<file path="config.mk">
export PLATFORM = sky130hd
export DESIGN_NAME = ticket_vend_ctrl
export DESIGN_NICKNAME = d
export VERILOG_FILES = /design/src/rtl/ticket_vend_ctrl.sv
export SDC_FILE = /design/constraint.sdc
export NUM_CORES = 1
export LEC_CHECK = 0
export CORE_ASPECT_RATIO = 0.75
export CORE_MARGIN = 8
export CORE_UTILIZATION = 60
export CTS_BUF_LIST = sky130_fd_sc_hd__clkbuf_8
export DETAILED_ROUTE_END_ITERATION = 8
export DONT_BUFFER_PORTS = 1
export PLACE_DENSITY_LB_ADDON = 0.12
export RECOVER_POWER = 100
export SETUP_SLACK_MARGIN = 0.05
export SYNTH_ARGS = -nofsm -noshare
export SYNTH_HDL_FRONTEND = slang
export SYNTH_SLANG_ARGS = --single-unit
</file>
<file path="constraint.sdc">
create_clock -name clk_sys -period 7 [get_ports clk_sys]
set_clock_uncertainty 0.15 [all_clocks]
set_input_delay 0.7 -clock clk_sys [delete_from_list [all_inputs] [get_ports clk_sys]]
set_output_delay 0.7 -clock clk_sys [all_outputs]
set_load 0.005 [all_outputs]
</file>
<file path="src/rtl/ticket_vend_ctrl.sv">
// Ticket machine transaction controller: coin credit, order pricing, ticket
// dispense pulses and greedy change/refund ejection.
module ticket_vend_ctrl #(
   parameter int unsigned MW         = 8,
   parameter int unsigned TW         = 3,
   parameter int unsigned CW         = 3,
   parameter int unsigned N_TYPES    = 4,
   parameter logic [N_TYPES*MW-1:0] PRICE_LIST = {8'd20, 8'd15, 8'd10, 8'd5},
   parameter int unsigned DISP_GAP   = 4
) (
   input  logic               clk_sys,
   input  logic               rst,
   input  logic [4:0]         coin_in,
   input  logic               sure,
   input  logic               nsure,
   input  logic [TW-1:0]      ticket_type,
   input  logic [CW-1:0]      ticket_count,
   output logic [MW-1:0]      credit,
   output logic [MW+CW-1:0]   due,
   output logic [MW-1:0]      change,
   output logic [N_TYPES-1:0] tkt_pulse,
   output logic [3:0]         coin_out,
   output logic               busy,
   output logic               done,
   output logic               beep,
   output logic               err
);

   localparam int unsigned SW = MW + 8;
   localparam int unsigned DW = MW + CW;
   localparam int unsigned GW = $clog2(DISP_GAP + 1);
   localparam logic [GW-1:0] GAP_LOAD = GW'(DISP_GAP - 1);

   localparam logic [1:0] S_IDLE   = 2'd0;
   localparam logic [1:0] S_VEND   = 2'd1;
   localparam logic [1:0] S_CHANGE = 2'd2;
   localparam logic [1:0] S_DONE   = 2'd3;

   logic [1:0]         state_q, state_d;
   logic [MW-1:0]      credit_q, credit_d;
   logic [MW-1:0]      change_q, change_d;
   logic [CW-1:0]      cnt_q, cnt_d;
   logic [TW-1:0]      type_q, type_d;
   logic [GW-1:0]      gap_q, gap_d;
   logic [N_TYPES-1:0] tkt_d;
   logic [3:0]         coin_d;
   logic               busy_d, done_d, beep_d, err_d;

   logic [MW-1:0]      price_sel;
   logic               type_ok;
   logic [SW-1:0]      coin_val, credit_sum;
   logic               coin_ok;
   logic [MW-1:0]      pay_amt;
   logic [SW-1:0]      eject_val;
   logic [3:0]         eject_bit;
   logic               sure_bad;

   // Price lookup for the live selection; unknown types price at zero.
   always_comb begin
      price_sel = '0;
      type_ok   = 1'b0;
      for (int i = 0; i < int'(N_TYPES); i++) begin
         if (ticket_type == TW'(i)) begin
            price_sel = PRICE_LIST[i*MW +: MW];
            type_ok   = 1'b1;
         end
      end
   end

   assign due      = type_ok ? DW'(price_sel) * DW'(ticket_count) : '0;
   assign sure_bad = !type_ok || (ticket_count == '0) || (DW'(credit_q) < due);

   // Coin decode: only a single set bit is a valid coin.
   always_comb begin
      coin_val = '0;
      coin_ok  = 1'b1;
      case (coin_in)
         5'b00001: coin_val = SW'(1);
         5'b00010: coin_val = SW'(5);
         5'b00100: coin_val = SW'(10);
         5'b01000: coin_val = SW'(50);
         5'b10000: coin_val = SW'(100);
         default:  coin_ok  = 1'b0;
      endcase
      credit_sum = SW'(credit_q) + coin_val;
   end

   // Largest denomination not exceeding the amount still owed.
   always_comb begin
      pay_amt = (state_q == S_IDLE) ? credit_q : change_q;
      if (SW'(pay_amt) >= SW'(50)) begin
         eject_val = SW'(50);
         eject_bit = 4'b1000;
      end else if (SW'(pay_amt) >= SW'(10)) begin
         eject_val = SW'(10);
         eject_bit = 4'b0100;
      end else if (SW'(pay_amt) >= SW'(5)) begin
         eject_val = SW'(5);
         eject_bit = 4'b0010;
      end else begin
         eject_val = SW'(1);
         eject_bit = 4'b0001;
      end
   end

   // Next-state and next-output logic.
   always_comb begin
      state_d  = state_q;
      credit_d = credit_q;
      change_d = change_q;
      cnt_d    = cnt_q;
      type_d   = type_q;
      gap_d    = (gap_q != '0) ? gap_q - GW'(1) : gap_q;
      tkt_d    = '0;
      coin_d   = '0;
      done_d   = 1'b0;
      beep_d   = 1'b0;
      err_d    = 1'b0;

      case (state_q)
         S_IDLE: begin
            gap_d = '0;
            if (coin_in != '0) begin
               if (coin_ok && (credit_sum <= SW'({MW{1'b1}}))) begin
                  credit_d = MW'(credit_sum);
                  beep_d   = 1'b1;
               end else begin
                  err_d = 1'b1;
               end
            end else if (nsure) begin
               if (credit_q != '0) begin
                  coin_d   = eject_bit;
                  change_d = MW'(SW'(credit_q) - eject_val);
                  credit_d = '0;
                  gap_d    = GAP_LOAD;
                  state_d  = S_CHANGE;
               end
            end else if (sure) begin
               if (sure_bad) begin
                  err_d = 1'b1;
               end else begin
                  type_d   = ticket_type;
                  cnt_d    = ticket_count - CW'(1);
                  change_d = MW'(DW'(credit_q) - due);
                  credit_d = '0;
                  tkt_d    = N_TYPES'(1) << ticket_type;
                  gap_d    = GAP_LOAD;
                  state_d  = S_VEND;
               end
            end
         end
         S_VEND: begin
            err_d = (coin_in != '0);
            if (gap_q == '0) begin
               if (cnt_q != '0) begin
                  tkt_d = N_TYPES'(1) << type_q;
                  cnt_d = cnt_q - CW'(1);
                  gap_d = GAP_LOAD;
               end else if (change_q != '0) begin
                  coin_d   = eject_bit;
                  change_d = MW'(SW'(change_q) - eject_val);
                  gap_d    = GAP_LOAD;
                  state_d  = S_CHANGE;
               end else begin
                  done_d  = 1'b1;
                  state_d = S_DONE;
               end
            end
         end
         S_CHANGE: begin
            err_d = (coin_in != '0);
            if (gap_q == '0) begin
               if (change_q != '0) begin
                  coin_d   = eject_bit;
                  change_d = MW'(SW'(change_q) - eject_val);
                  gap_d    = GAP_LOAD;
               end else begin
                  done_d  = 1'b1;
                  state_d = S_DONE;
               end
            end
         end
         default: begin
            err_d   = (coin_in != '0);
            state_d = S_IDLE;
         end
      endcase

      busy_d = (state_d != S_IDLE);
   end

   always_ff @(posedge clk_sys) begin
      if (!rst) begin
         state_q   <= S_IDLE;
         credit_q  <= '0;
         change_q  <= '0;
         cnt_q     <= '0;
         type_q    <= '0;
         gap_q     <= '0;
         tkt_pulse <= '0;
         coin_out  <= '0;
         busy      <= 1'b0;
         done      <= 1'b0;
         beep      <= 1'b0;
         err       <= 1'b0;
      end else begin
         state_q   <= state_d;
         credit_q  <= credit_d;
         change_q  <= change_d;
         cnt_q     <= cnt_d;
         type_q    <= type_d;
         gap_q     <= gap_d;
         tkt_pulse <= tkt_d;
         coin_out  <= coin_d;
         busy      <= busy_d;
         done      <= done_d;
         beep      <= beep_d;
         err       <= err_d;
      end
   end

   assign credit = credit_q;
   assign change = change_q;

endmodule

</file>
==> results of run 1 <==
==> sequential cells by signal, indices dropped and copies added (netlist names) <==
| name | cells |
|---|---|
| beep | 1 |
| busy | 1 |
| change | 8 |
| cnt_q | 3 |
| coin_out | 4 |
| credit | 8 |
| done | 1 |
| err | 1 |
| gap_q | 3 |
| state_q | 2 |
| tkt_pulse | 4 |
| type_q | 3 |
==> worst register-to-register path: stages (launching register included) <==
cell and delay [ns]:
sky130_fd_sc_hd__dfxtp_1 0.36, sky130_fd_sc_hd__inv_1 0.15, sky130_fd_sc_hd__ha_1 0.71, sky130_fd_sc_hd__nand2_1 0.15, sky130_fd_sc_hd__o21ai_0 0.11, sky130_fd_sc_hd__o21ai_0 0.11, sky130_fd_sc_hd__a21oi_1 0.50, sky130_fd_sc_hd__a31oi_1 0.18
sky130_fd_sc_hd__ha_1 0.25, sky130_fd_sc_hd__or4_1 0.53, sky130_fd_sc_hd__o22ai_1 0.19, sky130_fd_sc_hd__xnor2_1 0.10, sky130_fd_sc_hd__xnor2_1 0.26, sky130_fd_sc_hd__o22a_1 0.18, sky130_fd_sc_hd__o22ai_1 0.08
==> routing by layer <==
layer / global-route usage / wire (um)
met5: 0 / 0
met4: 0.0352 / 85
met3: 0.0436 / 616
met2: 0.328 / 4280
met1: 0.287 / 4620
==> logic make-up (layout without fill, tap and decap cells) <==
kind of cell	after synthesis	count (layout)	synth area share
simple gates	165	165	0.231
compound gates	129	129	0.241
buf+inv	60	45	0.0682
fa+ha+maj	49	49	0.176
flops	39	39	0.207
xor+xnor	20	20	0.0464
mux	11	11	0.0295
other cells	1	3	0.000992
==> power by group through the flow <==
stage	clock, mW	sequential (mW)	combinational [mW]
after floorplan	0	0.321	0.849
after global placement	0	0.342	0.977
after detailed placement	0	0.345	0.997
after CTS	0.231	0.339	1.01
after global routing	0.238	0.348	1.11
final	0.229	0.338	0.998
==> cells in the final DEF (no fill, tap or decap), types with 4 or more instances in the layout <==
master                     count
sky130_fd_sc_hd__a31oi_1       4
sky130_fd_sc_hd__ha_1         42
sky130_fd_sc_hd__xor2_1        7
sky130_fd_sc_hd__nor4_1        6
sky130_fd_sc_hd__nor3_1       11
sky130_fd_sc_hd__o21ai_0      23
sky130_fd_sc_hd__fa_1          7
sky130_fd_sc_hd__dfxtp_1      39
sky130_fd_sc_hd__nand4b_1      5
sky130_fd_sc_hd__a211oi_1     11
sky130_fd_sc_hd__nand2_1      30
sky130_fd_sc_hd__o211ai_1     10
sky130_fd_sc_hd__inv_1        36
sky130_fd_sc_hd__a21o_1       13
sky130_fd_sc_hd__and2_1        4
sky130_fd_sc_hd__nor2b_1       6
sky130_fd_sc_hd__o31ai_1       4
sky130_fd_sc_hd__xnor2_1      13
sky130_fd_sc_hd__mux2i_1      10
sky130_fd_sc_hd__nand3_1      13
sky130_fd_sc_hd__and2_0        4
sky130_fd_sc_hd__or4_1         4
sky130_fd_sc_hd__a21oi_1      28
sky130_fd_sc_hd__nand2b_1     13
sky130_fd_sc_hd__and3_1        4
sky130_fd_sc_hd__o21a_1        6
sky130_fd_sc_hd__clkbuf_8      5
sky130_fd_sc_hd__nor2_1       45
==> stage by stage <==
stage / power, mW / cell area (um^2) / util / hold WS [ns]
after detailed placement: 1.34 / 3770 / 0.608 / 0.275
after floorplan: 1.17 / 3790 / - / 0.260
final: 1.56 / 3870 / 0.625 / 0.287
after CTS: 1.58 / 3910 / 0.631 / 0.287
after global placement: 1.32 / 3770 / 0.608 / 0.269
after global routing: 1.69 / 3870 / 0.625 / 0.316
==> how the worst max path moves through the flow <==
stage / startpoint / end / slack, ns / cells past startpoint
after CTS: ticket_type[1] / credit[1] / 1.41 / 21
after floorplan: ticket_type[2] / busy / 1.59 / 22
after global placement: ticket_type[1] / credit[1] / 1.26 / 21
after detailed placement: ticket_type[1] / credit[1] / 1.13 / 21
after global routing: ticket_type[1] / change[7] / 0.87 / 20
final: ticket_type[1] / credit[4] / 1.30 / 21
==> final cells by class <==
type	count	share of cell area
Clock inverter	3	0.0174
Tap cell	81	0.0262
Sequential cell	39	0.202
Clock buffer	5	0.0178
Inverter	37	0.0359
Multi-Input combinational cell	377	0.701
==> metrics.json, run 1 <==
{
  "gr-usage-all-layers": 0.209,
  "area_growth_syn_to_layout_pct": 2.48,
  "port_buffers": 0,
  "finalNetCount": 524,
  "postCtsResizedCells": 0,
  "first_pass_detailed_route_iteration_total": 5,
  "dieArea_um2": 9120,
  "yosysTopAreaCell": "sky130_fd_sc_hd__dfxtp_1",
  "totalWireLength_mm": 9.60,
  "rr_startpoint": "state_q[0]",
  "async_set_or_reset_register_ratio_after_synthesis": 0,
  "tightest_slew_ns": 1.30,
  "post_cts_buffers": 0,
  "first_global_vias": 3178,
  "drt-initial-drc-count": 147,
  "dp_cells": 534,
  "pin_count_of_the_biggest_net_entering_global_routing": 27,
  "ys_seq_elements": 39,
  "filler_cell_count": 574,
  "ys_dominant_reg_cell": "sky130_fd_sc_hd__dfxtp_1",
  "crit_path_cell_trace": "inv_1 -> nor3b_1 -> and2_0 -> nor2_1 -> fa_1 -> inv_1 -> ha_1 -> fa_1 -> a21o_1 -> a21oi_1 -> xor2_1 -> nor2_1 -> inv_1 -> ha_1 -> a21o_1 -> a221o_1 -> a22oi_1 -> nor2_1 -> o32ai_2 -> or4_1 -> a21oi_1",
  "detail-route-antenna-nets": 0,
  "ys_warn_count": 0,
  "routed_wire_length_per_instance_um": 17.7,
  "place_congestion": 0.888,
  "tritoncts": "built",
  "htreeDepth": 2,
  "postSynthAreaPerCell_um2": 7.97,
  "antenna_found_initial": 0,
  "final_cells": 542,
  "powerDensity_nw_per_um2": 404,
  "status": "finished, final reports clean",
  "drv_cap": 0,
  "timing.reg2reg.setup_slack_ns": 2.87,
  "max_freq_mhz": 175,
  "sw_frac_of_total": 0.468,
  "setup_ws_ns": 1.30,
  "p_switching_uw": 732,
  "fp.dieH_um": 84.7,
  "remaining_overflow_grt": 0,
  "hold_violations": 0,
  "timing.final.crit_share": 0.815,
  "ios": 54,
  "pwr-share-seq": 0.216,
  "end_kind": "flop",
  "arr_time_crit_path_ns": 5.71,
  "path_delay_family": "compound AO/OA/AOI/OAI gates",
  "ys_top_cells_by_area": "sky130_fd_sc_hd__dfxtp_1 (21%), sky130_fd_sc_hd__ha_1 (14%), sky130_fd_sc_hd__nor2_1 (4.5%)",
  "cts_hold_repair.buffers": 0,
  "critPathMaxStageDelay_ns": 0.71,
  "synth_top_cells_by_count": "sky130_fd_sc_hd__nor2_1 (45), sky130_fd_sc_hd__ha_1 (42), sky130_fd_sc_hd__dfxtp_1 (39)",
  "cts-root-buf": "sky130_fd_sc_hd__clkbuf_8",
  "worst-setup-path-type": "in -> reg",
  "holdPathEnd": "type_q[2]",
  "preCtsSetupSlack_ns": 1.13,
  "diodes": 0,
  "final.min_clock_period_ns": 5.70,
  "unrepaired_setup_endpoints_after_global_routing": "no",
  "worst_r2r_path_depth": 14,
  "multi_input_comb_area_um2": 2720,
  "min_path_cells": 2,
  "core_area_um2": 6190,
  "clock-sinks": 39,
  "placementRows": 25,
  "cp-start-kind": "input pin",
  "critPathSlowestCell": "sky130_fd_sc_hd__o32ai_2",
  "vias_per_cell": 6.17,
  "seq_area_um2": 781,
  "finalSetupViolCount": 0,
  "synthesis.instances": 474,
  "detailroute.via_count": 3346,
  "cts_made_buffers": 5,
  "netlist.area_leader.share": 0.207,
  "setup_total_negative_slack_ns": 0,
  "clkSlewWorstSetupHoldPaths_ns": 0.08,
  "dp.final_hpwl_mm": 7.28,
  "yosysMostFrequentCell": "sky130_fd_sc_hd__nor2_1",
  "cellLeakagePower_nw": 1.75,
  "timing_max_transition_violations_final": 0,
  "drc": 0,
  "synth_enable_flop_cells": 0,
  "critPathRequiredTime_ns": 7.00,
  "rr_endpoint": "change[7]",
  "floorplan.initialDensity": 0.610,
  "ys_seq_area_frac": 0.207,
  "clock_latency_ns": 0.29,
  "die_width_um": 108,
  "share_comb_of_total_power": 0.638,
  "global_route_wire_length_before_repair_mm": 15.9,
  "drive_above_1_share": 0.0456,
  "path_max_fanout": 13,
  "power_report.internal_total_uw": 832,
  "worst_hold_startpoint": "type_q[2]",
  "clock_power_share": 0.146,
  "ir_drop_worst_case_vdd_v": 0.000318,
  "post_synth_instance_area_um2": 3780,
  "yosysUniqueCellTypes": 66,
  "buffers_and_inverters_on_the_worst_path": 3,
  "clock_tree.buffer_depth": 2,
  "worstHoldPathType": "reg -> reg",
  "headroom_to_the_max_slew_limit": 0.130
}
Power figures use the tool's default switching activity.
==> inputs of run 2 (changes only) <==
==> constraint.sdc (replaced) <==
create_clock -name clk_sys -period 5.7 [get_ports clk_sys]
set_clock_uncertainty 0.15 [all_clocks]
set_input_delay 0.57 -clock clk_sys [delete_from_list [all_inputs] [get_ports clk_sys]]
set_output_delay 0.57 -clock clk_sys [all_outputs]
set_load 0.005 [all_outputs]
==> run 2 against run 1 <==
First-iteration DRC count grew 31%. Hold slack lost 0.054 ns. Register-to-register slack lost 1.4 ns. Power grew 21%. Critical path type unchanged.
==> metrics.json, run 2 (same netlist as run 1, synthesis figures left out) <==
{
  "headroom_to_the_max_slew_limit": 0.298,
  "buffers_and_inverters_on_the_worst_path": 2,
  "port_buffers": 0,
  "arr_time_crit_path_ns": 5.12,
  "rr_endpoint": "change[7]",
  "path_common_cell": "sky130_fd_sc_hd__nor2_1",
  "totalWireLength_mm": 9.81,
  "gr-usage-all-layers": 0.214,
  "timing_max_transition_violations_final": 0,
  "end_kind": "flop",
  "setup_total_negative_slack_ns": 0,
  "dp_cells": 537,
  "mostFrequentLayoutCell": "sky130_fd_sc_hd__nor2_1",
  "max_freq_mhz": 197,
  "final_cells": 545,
  "area_growth_syn_to_layout_pct": 2.72,
  "tightest_slew_ns": 1.04,
  "detail-route-antenna-nets": 0,
  "detailroute.via_count": 3438,
  "pin_count_of_the_biggest_net_entering_global_routing": 27,
  "path_delay_family": "compound AO/OA/AOI/OAI gates",
  "worst_r2r_path_depth": 14,
  "dp.final_hpwl_mm": 7.44,
  "core_area_um2": 6190,
  "routed_wire_length_per_instance_um": 18.0,
  "status": "finished, final reports clean",
  "crit_path_cell_trace": "nor2_1 -> and2_0 -> nor2_1 -> fa_1 -> inv_1 -> ha_1 -> fa_1 -> a21o_1 -> a21oi_1 -> xor2_1 -> nor2_1 -> inv_1 -> ha_1 -> a21o_1 -> a221o_1 -> a22oi_2 -> nor2_1 -> and3_1 -> a311o_1 -> o21a_1",
  "filler_cell_count": 586,
  "tritoncts": "built",
  "finalSetupViolCount": 0,
  "min_path_cells": 2,
  "drv_cap": 0,
  "ir_drop_worst_case_vdd_v": 0.000406,
  "most_used_cells_in_the_layout_excluding_fill_and_tap_cells": "sky130_fd_sc_hd__nor2_1 (45), sky130_fd_sc_hd__ha_1 (42), sky130_fd_sc_hd__dfxtp_1 (39), sky130_fd_sc_hd__inv_1 (36), sky130_fd_sc_hd__nand2_1 (30)",
  "first_global_vias": 3286,
  "cts-root-buf": "sky130_fd_sc_hd__clkbuf_8",
  "timing.reg2reg.setup_slack_ns": 1.47,
  "ios": 54,
  "htreeDepth": 2,
  "cts_hold_repair.buffers": 0,
  "antenna_found_initial": 0,
  "critPathSlowestCell": "sky130_fd_sc_hd__fa_1",
  "worst-setup-path-type": "in -> reg",
  "preCtsSetupSlack_ns": 0.346,
  "dieArea_um2": 9120,
  "setup_ws_ns": 0.637,
  "hold_violations": 0,
  "timing.final.crit_share": 0.888,
  "drt-initial-drc-count": 193,
  "postCtsResizedCells": 0,
  "unrepaired_setup_endpoints_after_global_routing": "no",
  "diodes": 0,
  "powerDensity_nw_per_um2": 489,
  "holdPathEnd": "type_q[2]",
  "finished_layout_cell_area_um2": 3880,
  "remaining_overflow_grt": 0,
  "seq_area_um2": 781,
  "place_congestion": 0.874,
  "floorplan.initialDensity": 0.610,
  "cellLeakagePower_nw": 1.76,
  "vias_per_cell": 6.31,
  "finalNetCount": 527,
  "worstHoldPathType": "in -> reg",
  "die_width_um": 108,
  "fin_total_pwr_mw": 1.90,
  "fp.dieH_um": 84.7,
  "global_route_wire_length_before_repair_mm": 16.1,
  "critPathRequiredTime_ns": 5.76,
  "path_max_fanout": 19,
  "worst_hold_startpoint": "rst",
  "dpl_cell_area_um2": 3790,
  "first_pass_detailed_route_iteration_total": 5,
  "cts_made_buffers": 5,
  "final.min_clock_period_ns": 5.06,
  "post_cts_buffers": 0,
  "rr_startpoint": "state_q[0]",
  "final_core_utilization": 0.627,
  "clkSlewWorstSetupHoldPaths_ns": 0.08,
  "drc": 0,
  "final.hold.worst_slack_ns": 0.233,
  "placementRows": 25,
  "multi_input_comb_area_um2": 2730,
  "drive_above_1_share": 0.0517,
  "clock_latency_ns": 0.30,
  "clock-sinks": 39,
  "cp-start-kind": "input pin",
  "critPathMaxStageDelay_ns": 0.48,
  "clock_tree.buffer_depth": 2
}
==> run 2: final cells by class <==
cell class	count	share of cell area
clock buffer	5	0.0177
clock inverter	3	0.0113
inverter	37	0.0358
multi-input combinational	377	0.704
sequential	39	0.201
tap	81	0.0261
timing repair buffer	3	0.00419
==> run 2: how the worst max path moves through the flow <==
| stage | slack (ns) | start | cells past startpoint | to |
|---|---|---|---|---|
| after global routing | 0.28 | ticket_type[1] | 20 | gap_q[0] |
| final | 0.64 | ticket_type[2] | 20 | busy |
| after global placement | 0.48 | ticket_type[0] | 21 | busy |
| after CTS | 0.65 | ticket_type[0] | 21 | gap_q[0] |
| after detailed placement | 0.35 | ticket_type[1] | 21 | gap_q[0] |
| after floorplan | 0.42 | ticket_type[2] | 22 | busy |
==> run 2: power by group <==
group | total, mW | internal, mW | switching, mW
Clock | 0.236 | 0.130 | 0.106
Sequential | 0.414 | 0.334 | 0.0799
Combinational | 1.25 | 0.523 | 0.727
Total | 1.90 | 0.987 | 0.913
==> run 2: per-layer routing <==
metal / vias to the layer above / wire length [um] / GRT usage
met5: - / 0 / 0
met4: 0 / 103 / 0.0540
met3: 12 / 657 / 0.0459
met2: 99 / 4460 / 0.343
met1: 1649 / 4590 / 0.282
li1: 1678 / - / -
==> inputs of run 3 (changes only) <==
--- a/config.mk
+++ b/config.mk
@@ -5,6 +5,7 @@
 export SDC_FILE = /design/constraint.sdc
 export NUM_CORES = 1
 export LEC_CHECK = 0
+export CAP_MARGIN = 15
 export CORE_ASPECT_RATIO = 0.75
 export CORE_MARGIN = 8
 export CORE_UTILIZATION = 60
==> constraint.sdc (replaced) <==
create_clock -name clk_sys -period 6.5 [get_ports clk_sys]
set_clock_uncertainty 0.15 [all_clocks]
set_input_delay 0.65 -clock clk_sys [delete_from_list [all_inputs] [get_ports clk_sys]]
set_output_delay 0.65 -clock clk_sys [all_outputs]
set_load 0.005 [all_outputs]
==> results of run 3 <==
Same layout as run 1 (identical final DEF). Status: finished, final reports clean.
Among the figures that moved: setup slack after placement 1.13 ns -> 0.681 ns; setup slack after layout 1.30 ns -> 0.847 ns; register-to-register setup slack 2.87 ns -> 2.37 ns; total power 1.56 mW -> 1.69 mW; worst IR drop on VDD 0.000318 V -> 0.000343 V
